**config.mk**
```make
export PLATFORM = sky130hd
export DESIGN_NAME = sprite_line_list
export DESIGN_NICKNAME = d
export VERILOG_FILES = /design/src/rtl/vdp_pkg.sv /design/src/rtl/sprite_list_bank.sv /design/src/rtl/sprite_line_list.sv
export SDC_FILE = /design/constraint.sdc
export NUM_CORES = 1
export LEC_CHECK = 0
export BUFFER_PORTS_ARGS = -buffer_cell sky130_fd_sc_hd__buf_2
export CAP_MARGIN = 25
export CELL_PAD_IN_SITES_DETAIL_PLACEMENT = 0
export CELL_PAD_IN_SITES_GLOBAL_PLACEMENT = 1
export CORE_MARGIN = 3
export CORE_UTILIZATION = 50
export DETAILED_ROUTE_END_ITERATION = 7
export HOLD_SLACK_MARGIN = 0.03
export PLACE_DENSITY_LB_ADDON = 0.1
export SYNTH_ARGS = -nofsm -noshare
export SYNTH_HDL_FRONTEND = slang
export SYNTH_SLANG_ARGS = --single-unit
export TNS_END_PERCENT = 5
```
**constraint.sdc**
```tcl
create_clock -name clk_draw -period 4.7 [get_ports clk_draw]
set_input_delay 0.47 -clock clk_draw [delete_from_list [all_inputs] [get_ports clk_draw]]
set_output_delay 0.47 -clock clk_draw [all_outputs]
set_load 0.05 [all_outputs]
```
**src/rtl/vdp_pkg.sv**
```systemverilog
// ============================================================================
// Module : vdp_pkg
// Brief  : Shared sprite-pipeline types for the matcher, line list and fetcher.
// Rev    : 1.0 - initial release
// ============================================================================
`default_nettype none

package vdp_pkg;

   localparam int MAX_SPRITES_PER_LINE = 16;

   localparam int SPR_IDX_W  = 9;
   localparam int SPR_ROW_W  = 6;
   localparam int SPR_X_W    = 12;
   localparam int SPR_WID_W  = 6;
   localparam int SPR_ADDR_W = 16;

   typedef struct packed {
      logic [SPR_IDX_W-1:0]  index;
      logic [SPR_ROW_W-1:0]  row;
      logic [SPR_X_W-1:0]    x;
      logic [SPR_WID_W-1:0]  width;
      logic [SPR_ADDR_W-1:0] addr;
   } sprite_entry_t;

   typedef enum logic [0:0] {
      LIST_IDLE   = 1'b0,
      LIST_STREAM = 1'b1
   } list_state_t;

endpackage

`default_nettype wire

```
**src/rtl/sprite_list_bank.sv**
```systemverilog
// ============================================================================
// Module : sprite_list_bank
// Brief  : DEPTH-entry register file, one write port, combinational read port.
// Rev    : 1.0 - initial release
// ============================================================================
`default_nettype none

module sprite_list_bank #(
   parameter int DEPTH     = 16,
   parameter int ENTRY_W   = 49,
   parameter int ADDR_BITS = $clog2(DEPTH)
) (
   input  logic                 clk_draw,
   input  logic                 we,
   input  logic [ADDR_BITS-1:0] waddr,
   input  logic [ENTRY_W-1:0]   wdata,
   input  logic [ADDR_BITS-1:0] raddr,
   output logic [ENTRY_W-1:0]   rdata
);

   // Contents are don't-care after reset, so the array carries no reset.
   logic [ENTRY_W-1:0] r_mem [DEPTH];

   always_ff @(posedge clk_draw) begin
      if (we) begin
         r_mem[waddr] <= wdata;
      end
   end

   assign rdata = r_mem[raddr];

endmodule

`default_nettype wire

```
**src/rtl/sprite_line_list.sv**
```systemverilog
// ============================================================================
// Module : sprite_line_list
// Brief  : Double-buffered per-line sprite list; fills one bank, streams other.
// Rev    : 1.0 - initial release
// ============================================================================
`default_nettype none

module sprite_line_list
   import vdp_pkg::*;
#(
   parameter int MAX_SPRITES = MAX_SPRITES_PER_LINE,
   parameter int IDX_W       = SPR_IDX_W,
   parameter int ROW_W       = SPR_ROW_W,
   parameter int X_W         = SPR_X_W,
   parameter int WID_W       = SPR_WID_W,
   parameter int ADDR_W      = SPR_ADDR_W
) (
   input  logic                         clk_draw,
   input  logic                         rst_draw,
   input  logic                         line,
   input  logic                         match_valid,
   input  logic [IDX_W-1:0]             match_index,
   input  logic [ROW_W-1:0]             match_row,
   input  logic [X_W-1:0]               match_x,
   input  logic [WID_W-1:0]             match_width,
   input  logic [ADDR_W-1:0]            match_addr,
   output logic                         out_valid,
   input  logic                         out_ready,
   output logic [IDX_W-1:0]             out_index,
   output logic [ROW_W-1:0]             out_row,
   output logic [X_W-1:0]               out_x,
   output logic [WID_W-1:0]             out_width,
   output logic [ADDR_W-1:0]            out_addr,
   output logic                         out_last,
   output logic [$clog2(MAX_SPRITES):0] out_count,
   output logic                         overflow
);

   localparam int c_PTR_W   = $clog2(MAX_SPRITES);
   localparam int c_CNT_W   = c_PTR_W + 1;
   localparam int c_ENTRY_W = $bits(sprite_entry_t);

   logic               r_wbank;
   logic [c_CNT_W-1:0] r_wcount;
   logic               r_wovf;
   logic [c_CNT_W-1:0] r_rcount;
   logic               r_overflow;
   logic [c_PTR_W-1:0] r_rptr;
   list_state_t        r_state;

   logic               w_accept;
   logic               w_drop;
   logic [c_CNT_W-1:0] w_swap_count;
   logic               w_handshake;
   sprite_entry_t      w_wr_entry;
   sprite_entry_t      w_rd_entry;
   logic [c_ENTRY_W-1:0] w_rdata [2];

   assign w_accept     = match_valid && (r_wcount < c_CNT_W'(MAX_SPRITES));
   assign w_drop       = match_valid && !w_accept;
   // Counts include a match coincident with line: it belongs to the retiring bank.
   assign w_swap_count = r_wcount + c_CNT_W'(w_accept);

   always_comb begin
      w_wr_entry       = '0;
      w_wr_entry.index = match_index;
      w_wr_entry.row   = match_row;
      w_wr_entry.x     = match_x;
      w_wr_entry.width = match_width;
      w_wr_entry.addr  = match_addr;
   end

   generate
      for (genvar b = 0; b < 2; b++) begin : g_bank
         sprite_list_bank #(
            .DEPTH   (MAX_SPRITES),
            .ENTRY_W (c_ENTRY_W)
         ) u_bank (
            .clk_draw (clk_draw),
            .we       (w_accept && (r_wbank == 1'(b))),
            .waddr    (r_wcount[c_PTR_W-1:0]),
            .wdata    (w_wr_entry),
            .raddr    (r_rptr),
            .rdata    (w_rdata[b])
         );
      end
   endgenerate

   assign w_rd_entry  = sprite_entry_t'(w_rdata[~r_wbank]);

   assign out_valid   = (r_state == LIST_STREAM);
   assign out_last    = out_valid && ({1'b0, r_rptr} == (r_rcount - c_CNT_W'(1)));
   assign out_index   = w_rd_entry.index;
   assign out_row     = w_rd_entry.row;
   assign out_x       = w_rd_entry.x;
   assign out_width   = w_rd_entry.width;
   assign out_addr    = w_rd_entry.addr;
   assign out_count   = r_rcount;
   assign overflow    = r_overflow;
   assign w_handshake = out_valid && out_ready;

   always_ff @(posedge clk_draw) begin
      if (rst_draw) begin
         r_wbank    <= 1'b0;
         r_wcount   <= '0;
         r_wovf     <= 1'b0;
         r_rcount   <= '0;
         r_overflow <= 1'b0;
         r_rptr     <= '0;
         r_state    <= LIST_IDLE;
      end else if (line) begin
         // A handshake this cycle completed against the old bank; nothing to track.
         r_wbank    <= ~r_wbank;
         r_rcount   <= w_swap_count;
         r_overflow <= r_wovf | w_drop;
         r_wcount   <= '0;
         r_wovf     <= 1'b0;
         r_rptr     <= '0;
         r_state    <= (w_swap_count != '0) ? LIST_STREAM : LIST_IDLE;
      end else begin
         if (w_accept) begin
            r_wcount <= r_wcount + c_CNT_W'(1);
         end
         if (w_drop) begin
            r_wovf <= 1'b1;
         end
         if (w_handshake) begin
            if (out_last) begin
               r_state <= LIST_IDLE;
            end else begin
               r_rptr <= r_rptr + c_PTR_W'(1);
            end
         end
      end
   end

endmodule

`default_nettype wire
```
==> flow_summary.yaml, run 1 <==
pwr:
  pwr-share-comb_pct: 3.2
  ir_drop_uv: 353
  p_total_mw: 29.6
  p_per_area_nw_per_um2: 427
  p_sw_share_pct: 20.0
  seqPwrFrac_pct: 53.0
  intPower_mw: 23.7
  clkPwrFrac_pct: 43.8
  p_sw_mw: 5.92
  leakage_nw: 20.9
critical_path:
  cp_max_fo: 37
  cp_slowest_cell: "dfxtp_4"
  crit_chain: "buf_12 -> buf_12 -> mux4_2 -> mux4_2 -> mux2_2 -> buf_2"
  cp.required_ns: 4.23
  cpPeakStageDelay_ns: 0.56
  endpoint_kind: "output port"
  cp_data_arrival_time_ns: 3.56
  cp-start-kind: "flip-flop"
  path_class: "flip-flop to output port"
  r2r_cells: 4
synth:
  yosys_most_used_dff: "edfxtp_1"
  synth_seq_cells: 1590
  async_reset_ff_share_pct: 0
  synth_warnings: 0
  syn-cell-area_um2: 60400
  syn_avg_cell_area_um2: 25.3
  yosysSeqAreaShare_pct: 78.6
  synthCells: 2385
  synth_cell_type_count: 32
  synth_nets: 2447
  synth_enable_flop_cells: 1568
clock_network:
  cts_tree: "built"
  tritoncts.num_buffers: 162
  cts_setup_buffers: 0
  htreeDepth: 4
  cts_repair_resize_count: 0
  insertion_delay_ns: 0.76
  path_clk_slew_ns: 0.06
  clk_path_buf_depth: 3
  root_buffer: "clkbuf_16"
  holdBufCountCts: 2
  clkSinkCount: 1590
timing:
  rsz0062_at_grt: "no"
  post-route-min-period_ns: 4.03
  fin_tns_setup_ns: 0
  finalSetupViolations: 0
  tightestPinTransition_ns: 1.05
  slew_violations: 0
  post-route-period-util_pct: 85.8
  finalHoldViolCount: 0
  fin_skew_ns: 0.0280
  fmax_mhz: 248
  relSlewSlack_pct: 29.9
placed_design:
  dp_hpwl_mm: 73.0
  port_buffers: 110
  dp_cells: 4063
  gp_congestion: 0.733
detailed_routing:
  via_per_inst: 6.20
  wire_per_inst_um: 33.2
  drt-pass1-iter-count: 5
  wl_mm: 145
  antenna_left: 0
  drt_iter0_drc: 3015
  drc_errors: 0
  vias: 27100
die:
  start_util_pct: 50.8
  design.core.area_um2: 119000
  die_y_um: 354
  die_w_um: 354
  num_io_pins: 111
  die_area_um2: 125000
  std_cell_rows: 126
global_routing:
  grt_usage_pct: 23.7
  grt_pass1_vias: 28500
  grt_start_max_net_pins: 68
  grt_pass1_wl_mm: 208
  antenna_found_initial: 14
  grt_overflow: 0
status:
  outcome: "completed"
cells_and_area:
  layoutNonFillerInstCount: 4366
  area_growth_pct: 14.8
  final_nets: 2691
  nFillCells: 8384
  register_area_um2: 47500
  multi_input_area_um2: 12600
  drive_above_1_share_pct: 36.9
job:
  max_cap_viol_count: 0
min_path:
  hp-class: "input port to flip-flop"
  whs_path_depth: 4
per-layer routing:
metal | vias to the layer above | track usage [%] | wire length (um)
li1 | 10900 | - | -
met1 | 15000 | 34.0 | 60300
met2 | 962 | 38.4 | 72500
met3 | 194 | 4.23 | 9510
met4 | 4 | 5.86 | 2800
met5 | - | 0 | 21
sequential cells by signal, indices dropped and copies added (netlist names), named ones only:
signal / flops
r_wcount: 5
overflow: 1
out_valid: 1
r_rptr: 4
out_count: 5
r_wovf: 1
g_bank.u_bank.r_mem: 1568
r_wbank: 1
cells in the final DEF, fill, tap and decap left out, types with 7 or more instances in the layout:
| cell | Yosys | final |
|---|---|---|
| edfxtp_1 | 1568 | 1568 |
| mux4_2 | 490 | 490 |
| clkbuf_16 | 0 | 166 |
| buf_2 | 41 | 110 |
| buf_4 | 0 | 51 |
| mux2_2 | 50 | 50 |
| buf_12 | 0 | 43 |
| clkinv_1 | 0 | 36 |
| nor2_4 | 0 | 32 |
| clkinv_2 | 0 | 28 |
| clkbuf_1 | 74 | 27 |
| bufinv_16 | 0 | 23 |
| dfxtp_1 | 22 | 17 |
| nor2_1 | 47 | 15 |
| a21oi_1 | 10 | 10 |
| nand3_1 | 8 | 8 |
| nand2_1 | 8 | 8 |
| ha_1 | 8 | 8 |
| xor2_1 | 7 | 7 |
| xnor2_1 | 7 | 7 |
| inv_6 | 0 | 7 |
area by class of cell:
cell class | count | area share (%)
diodes | 5 | 0.0180
clock buffers | 193 | 6.14
clock inverters | 103 | 1.64
inverters | 4 | 0.0216
multi-input cells | 665 | 18.1
flip-flops and latches | 1590 | 68.6
well taps | 1600 | 2.89
repair buffers | 206 | 2.62
synth_stat cells, types with 3 or more instances:
cell | number | share of area [%]
edfxtp_1 | 1568 | 78
mux2i_1 | 3 | 0.050
a211oi_1 | 4 | 0.050
nand2_1 | 8 | 0.050
inv_1 | 4 | 0.025
nor2_1 | 47 | 0.29
mux2_2 | 50 | 0.93
buf_1 | 6 | 0.037
or3_1 | 3 | 0.031
clkbuf_1 | 74 | 0.46
mux4_2 | 490 | 18
nand3_1 | 8 | 0.066
o21ai_0 | 4 | 0.033
xnor2_1 | 7 | 0.10
a21oi_1 | 10 | 0.083
xor2_1 | 7 | 0.10
ha_1 | 8 | 0.17
buf_2 | 41 | 0.34
dfxtp_1 | 22 | 0.73
buf_6 | 5 | 0.093
logic make-up (layout without fill, tap and decap cells):
family | count (synthesis) | in the layout | share of synthesized area, %
DFF | 1590 | 1590 | 78.6
muxes | 543 | 543 | 19.2
buffers and inverters | 130 | 506 | 0.954
and+or+nand+nor | 78 | 78 | 0.582
AOI/OAI and AO/OA | 22 | 22 | 0.219
xor gates and xnor gates | 14 | 14 | 0.203
adders and majority gates | 8 | 8 | 0.166
other | 0 | 5 | 0
critical path: cells and delay by family, from the launching register on:
kind | cells | cell delay, ns
muxes | 3 | 1.37
DFF | 1 | 0.56
buffers and inverters | 3 | 0.85
final timing paths:
path,from,to,slack (ns)
max,flip-flop,out_row[4],0.67
min,out_ready,flip-flop,0.11
max reg2reg,r_wcount[4]$_SDFFE_PP0N_,g_bank[1].u_bank.r_mem[15][35]$_DFFE_PP_,1.50
min reg2reg,r_wovf$_SDFFE_PP0P_,r_wovf$_SDFFE_PP0P_,0.46
through the flow:
stage                     utilization, %  setup slack, ns  hold slack (ns)  cell area [um2]
after floorplan                        -             1.03            0.424            60400
after global placement              53.7             1.37            0.448            63900
after detailed placement            53.7             1.33            0.459            63900
after CTS                           58.3            0.554           0.0481            69300
after global routing                58.3            0.480            0.116            69300
final                               58.3            0.667            0.113            69400
power groups by stage:
stage | Combinational (mW) | Sequential, mW | Clock (mW)
5_1_grt | 1.02 | 15.7 | 13.8
4_1_cts | 0.969 | 15.7 | 13.2
3_5_place_dp | 0.966 | 16.0 | 0
6_report | 0.951 | 15.7 | 13.0
3_3_place_gp | 0.942 | 16.0 | 0
2_1_floorplan | 0.554 | 16.0 | 0
Note: power is estimated with default switching activity, not from simulation.
==> inputs of run 2 (changes only) <==
--- a/config.mk
+++ b/config.mk
@@ -13,6 +13,7 @@
 export CORE_UTILIZATION = 50
 export DETAILED_ROUTE_END_ITERATION = 7
 export HOLD_SLACK_MARGIN = 0.03
+export MAX_ROUTING_LAYER = met4
 export PLACE_DENSITY_LB_ADDON = 0.1
 export SYNTH_ARGS = -nofsm -noshare
 export SYNTH_HDL_FRONTEND = slang
==> flow_summary.yaml, run 2 (synthesis gave the netlist of run 1 again) <==
status:
  outcome: "completed"
critical_path:
  crit_chain: "buf_12 -> buf_12 -> mux4_2 -> mux4_2 -> mux2_2 -> buf_2"
  cp_slowest_cell: "dfxtp_4"
  endpoint_kind: "output port"
  cp-start-kind: "flip-flop"
  endpoint: "out_row[3]"
  worst_r2r_endpoint: "g_bank[1].u_bank.r_mem[15][35]$_DFFE_PP_"
  r2r_cells: 4
  cp.required_ns: 4.23
  critPathBufInv: 3
  cp_max_fo: 37
  cp_data_arrival_time_ns: 3.56
  cpLargestDelayFamily: "multiplexers"
  cpPeakStageDelay_ns: 0.56
  path_depth: 6
  r2r_start: "r_wcount[4]$_SDFFE_PP0N_"
  ff2ff_setup_slack_ns: 1.51
  path_class: "flip-flop to output port"
global_routing:
  grt_pass1_vias: 28400
  antenna_found_initial: 14
  grt_usage_pct: 24.4
  grt_overflow: 0
  grt_start_max_net_pins: 68
  grt_pass1_wl_mm: 209
cells_and_area:
  largest_register: "g_bank.u_bank.r_mem"
  largest_reg_flops: 1568
  drive_above_1_share_pct: 36.9
  final_nets: 2691
  nFillCells: 8382
  area_growth_pct: 14.8
  final_common_cell: "edfxtp_1"
  final_cell_mix: "edfxtp_1, mux4_2, clkbuf_16"
  final_area_um2: 69400
die:
  die_y_um: 354
  design.core.area_um2: 119000
  std_cell_rows: 126
  die_area_um2: 125000
  start_util_pct: 50.8
  num_io_pins: 111
  die_w_um: 354
detailed_routing:
  wire_per_inst_um: 33.2
  antenna_left: 0
  wl_met1_mm: 60.5
  wl_met2_mm: 72.4
  vias: 27100
  via_per_inst: 6.21
  drt-pass1-iter-count: 5
  top_layer: "met4"
  wl_met3_mm: 9.50
  drt_iter0_drc: 2998
  drc_errors: 0
  wl_mm: 145
pwr:
  pwr-share-comb_pct: 3.2
  p_sw_share_pct: 20.0
  intPower_mw: 23.7
  p_per_area_nw_per_um2: 427
  p_total_mw: 29.6
  seqPwrFrac_pct: 53.0
  p_sw_mw: 5.92
  leakage_nw: 20.9
  ir_drop_uv: 352
  clkPwrFrac_pct: 43.8
timing:
  finalHoldViolCount: 0
  slew_violations: 0
  tightestPinTransition_ns: 1.05
  rsz0062_at_grt: "no"
  post-route-period-util_pct: 85.7
  fin_tns_setup_ns: 0
  relSlewSlack_pct: 30.0
  finalSetupViolations: 0
  fin_skew_ns: 0.0301
  post-route-min-period_ns: 4.03
  timing.final.ws_setup_ns: 0.671
  fmax_mhz: 248
placed_design:
  dp_hpwl_mm: 73.0
  gp_congestion: 0.742
  port_buffers: 110
  post-place-ws_ns: 1.33
  dpl_cell_area_um2: 63900
clock_network:
  insertion_delay_ns: 0.76
  tritoncts.num_buffers: 162
  clkSinkCount: 1590
  cts_repair_resize_count: 0
  cts_tree: "built"
  root_buffer: "clkbuf_16"
  path_clk_slew_ns: 0.06
  clk_path_buf_depth: 3
  htreeDepth: 4
min_path:
  hp-class: "input port to flip-flop"
job:
  max_cap_viol_count: 0
==> run 2: worst min path at each step <==
stage / cells past startpoint / start / end
floorplan: 2 / r_wovf$_SDFFE_PP0P_ / r_wovf$_SDFFE_PP0P_
global placement: 2 / r_wovf$_SDFFE_PP0P_ / r_wovf$_SDFFE_PP0P_
detailed placement: 2 / r_wovf$_SDFFE_PP0P_ / r_wovf$_SDFFE_PP0P_
CTS: 4 / out_ready / flip-flop
global route: 3 / line / overflow$_SDFFE_PP0P_
finish: 4 / out_ready / flip-flop
==> run 2: metrics by stage <==
step                hold slack (ns)  std cells  utilization [%]
floorplan                     0.424       2385                -
global placement              0.448       4063             53.7
detailed placement            0.459       4063             53.7
CTS                          0.0481       4361             58.3
global route                  0.116       4368             58.3
finish                        0.110       4369             58.3
==> run 2: area by class of cell <==
cell class / instances / area, um2 / share of cell area, %
Sequential cell: 1590 / 47500 / 68.5
Multi-Input combinational cell: 665 / 12600 / 18.1
Clock buffer: 193 / 4260 / 6.13
Tap cell: 1600 / 2000 / 2.89
Timing Repair Buffer: 206 / 1810 / 2.62
Clock inverter: 103 / 1140 / 1.64
Antenna cell: 8 / 20.0 / 0.0289
Inverter: 4 / 15.0 / 0.0216
==> run 2: routing by layer <==
| layer | global-route usage, % | vias to the layer above |
|---|---|---|
| li1 | - | 10900 |
| met1 | 34.1 | 15000 |
| met2 | 38.4 | 1002 |
| met3 | 4.13 | 200 |
| met4 | 5.88 | 0 |
| met5 | - | - |
==> run 2: timing repair <==
action	4_1_cts	5_1_grt
setup endpoints to repair	0	0
hold buffers	2	0
hold endpoints to repair	9	0
buffers inserted	0	0
==> run 2: power groups by stage <==
stage	Sequential [mW]	Combinational, mW	Clock [mW]
2_1_floorplan	16.0	0.554	0
3_3_place_gp	16.0	0.942	0
3_5_place_dp	16.0	0.966	0
4_1_cts	15.7	0.969	13.2
5_1_grt	15.7	1.02	13.8
6_report	15.7	0.951	13.0
==> run 2: tightest hold or removal path, cell delays in order <==
cell and delay [ns]:
buf_2 0.12, nand2_1 0.06, or3_1 0.11, a21oi_1 0.06
==> inputs of run 3 (changes only) <==
==> constraint.sdc (replaced) <==
create_clock -name clk_draw -period 4.9 [get_ports clk_draw]
set_input_delay 0.49 -clock clk_draw [delete_from_list [all_inputs] [get_ports clk_draw]]
set_output_delay 0.49 -clock clk_draw [all_outputs]
set_load 0.05 [all_outputs]
==> flow_summary.yaml, run 3 (synthesis gave the netlist of run 1 again) <==
timing:
  post-route-period-util_pct: 89.2
  relSlewSlack_pct: 35.2
  fin_tns_setup_ns: 0
  finalSetupViolations: 0
  holdWs_ns: 0.151
  tightestPinTransition_ns: 0.970
  post-route-min-period_ns: 4.37
  timing.final.ws_setup_ns: 0.529
  fin_skew_ns: 0.0277
  finalHoldViolCount: 0
  slew_violations: 0
  fmax_mhz: 229
  rsz0062_at_grt: "no"
critical_path:
  cp_slowest_cell: "dfxtp_4"
  path_class: "flip-flop to output port"
  cpPeakStageDelay_ns: 0.82
  r2r_start: "r_wbank$_SDFFE_PP0P_"
  endpoint_kind: "output port"
  crit_chain: "buf_4 -> mux4_2 -> mux4_2 -> mux2_2 -> buf_2"
  cp_max_fo: 29
  cp_data_arrival_time_ns: 3.88
  path_common_cell: "mux4_2"
  cp-start-kind: "flip-flop"
  cp.required_ns: 4.41
  ff2ff_setup_slack_ns: 1.84
die:
  die_area_um2: 125000
  die_w_um: 354
  num_io_pins: 111
  std_cell_rows: 126
  start_util_pct: 50.8
  design.core.area_um2: 119000
  die_y_um: 354
cells_and_area:
  post-route-util_pct: 58.1
  layoutNonFillerInstCount: 4344
  largest_reg_flops: 1568
  largest_register: "g_bank.u_bank.r_mem"
  drive_above_1_share_pct: 36.1
  area_growth_pct: 14.5
  final_nets: 2671
  final_common_cell: "edfxtp_1"
  final_area_um2: 69200
  final_cell_mix: "edfxtp_1, mux4_2, clkbuf_16"
placed_design:
  post-place-ws_ns: 1.27
  dp_cells: 4043
  port_buffers: 110
  dpl_cell_area_um2: 63700
  gp_congestion: 0.733
  dp_hpwl_mm: 70.0
clock_network:
  path_clk_slew_ns: 0.06
  tritoncts.num_buffers: 162
  htreeDepth: 4
  root_buffer: "clkbuf_16"
  cts_setup_buffers: 0
  insertion_delay_ns: 0.76
  clkSinkCount: 1590
  clk_path_buf_depth: 3
  cts_tree: "built"
detailed_routing:
  drt_iter0_drc: 2566
  vias: 26700
  drc_errors: 0
  antenna_left: 0
  via_per_inst: 6.15
  drt-pass1-iter-count: 5
  wire_per_inst_um: 32.6
  wl_mm: 142
pwr:
  p_per_area_nw_per_um2: 412
  leakage_nw: 20.8
  p_total_mw: 28.5
  ir_drop_uv: 371
global_routing:
  grt_pass1_wl_mm: 204
  grt_overflow: 0
  grt_start_max_net_pins: 77
  grt_usage_pct: 23.9
  grt_pass1_vias: 28200
  antenna_found_initial: 12
min_path:
  hp-class: "input port to flip-flop"
  min_from: "line"
job:
  max_cap_viol_count: 0
status:
  outcome: "completed"
-- run 3: changes by cell type in the layout (fill, tap and decap cells not counted), sizes merged --
cell / before / now
buf: 204 / 184
bufinv: 23 / 24
clkinv: 67 / 57
clkinvlp: 4 / 2
clkbuf: 193 / 206
diode: 8 / 4
inv: 13 / 10
-- run 3: worst max-delay path, delay by kind of cell (launching register included) --
family	cells	cell delay, ns
buffers and inverters	2	0.85
DFF	1	0.82
muxes	3	1.39
-- run 3: repair_timing --
action / CTS / global route
endpoints found under the setup margin: 0 / 0
hold buffers: 2 / 0
endpoints found under the hold margin: 8 / 0
resized for setup: 0 / 0
-- run 3: where the power goes --
group	switching [mW]	internal (mW)	total, mW
Combinational	0.592	0.304	0.896
Clock	5.02	7.51	12.5
Sequential	0.0429	15.0	15.1
-- run 3: final timing paths --
kind                                             end  depth (start not counted)
max reg2reg  g_bank[1].u_bank.r_mem[2][23]$_DFFE_PP_                          3
min                        out_count[3]$_SDFFE_PP0P_                          2
min reg2reg                      r_wovf$_SDFFE_PP0P_                          2
max                                     out_index[0]                          5
-- run 3: metal layers --
| metal | vias up | routed length [um] | GRT usage, % | share of wire (%) |
|---|---|---|---|---|
| met1 | 14800 | 57200 | 31.7 | 40 |
| met4 | 0 | 3020 | 5.86 | 2.1 |
| met3 | 224 | 8730 | 4.38 | 6.2 |
| li1 | 10900 | - | - | - |
| met2 | 871 | 72600 | 38.8 | 51 |
| met5 | - | 0 | - | 0 |
-- run 3: layout make-up --
| cell class | count | area, um2 |
|---|---|---|
| fill | 8422 | 49800 |
| multi-input combinational | 665 | 12600 |
| timing repair buffer | 186 | 1610 |
| tap | 1600 | 2000 |
| antenna | 4 | 10.0 |
| sequential | 1590 | 47500 |
| clock inverter | 89 | 1090 |
| inverter | 4 | 15.0 |
| clock buffer | 206 | 4330 |
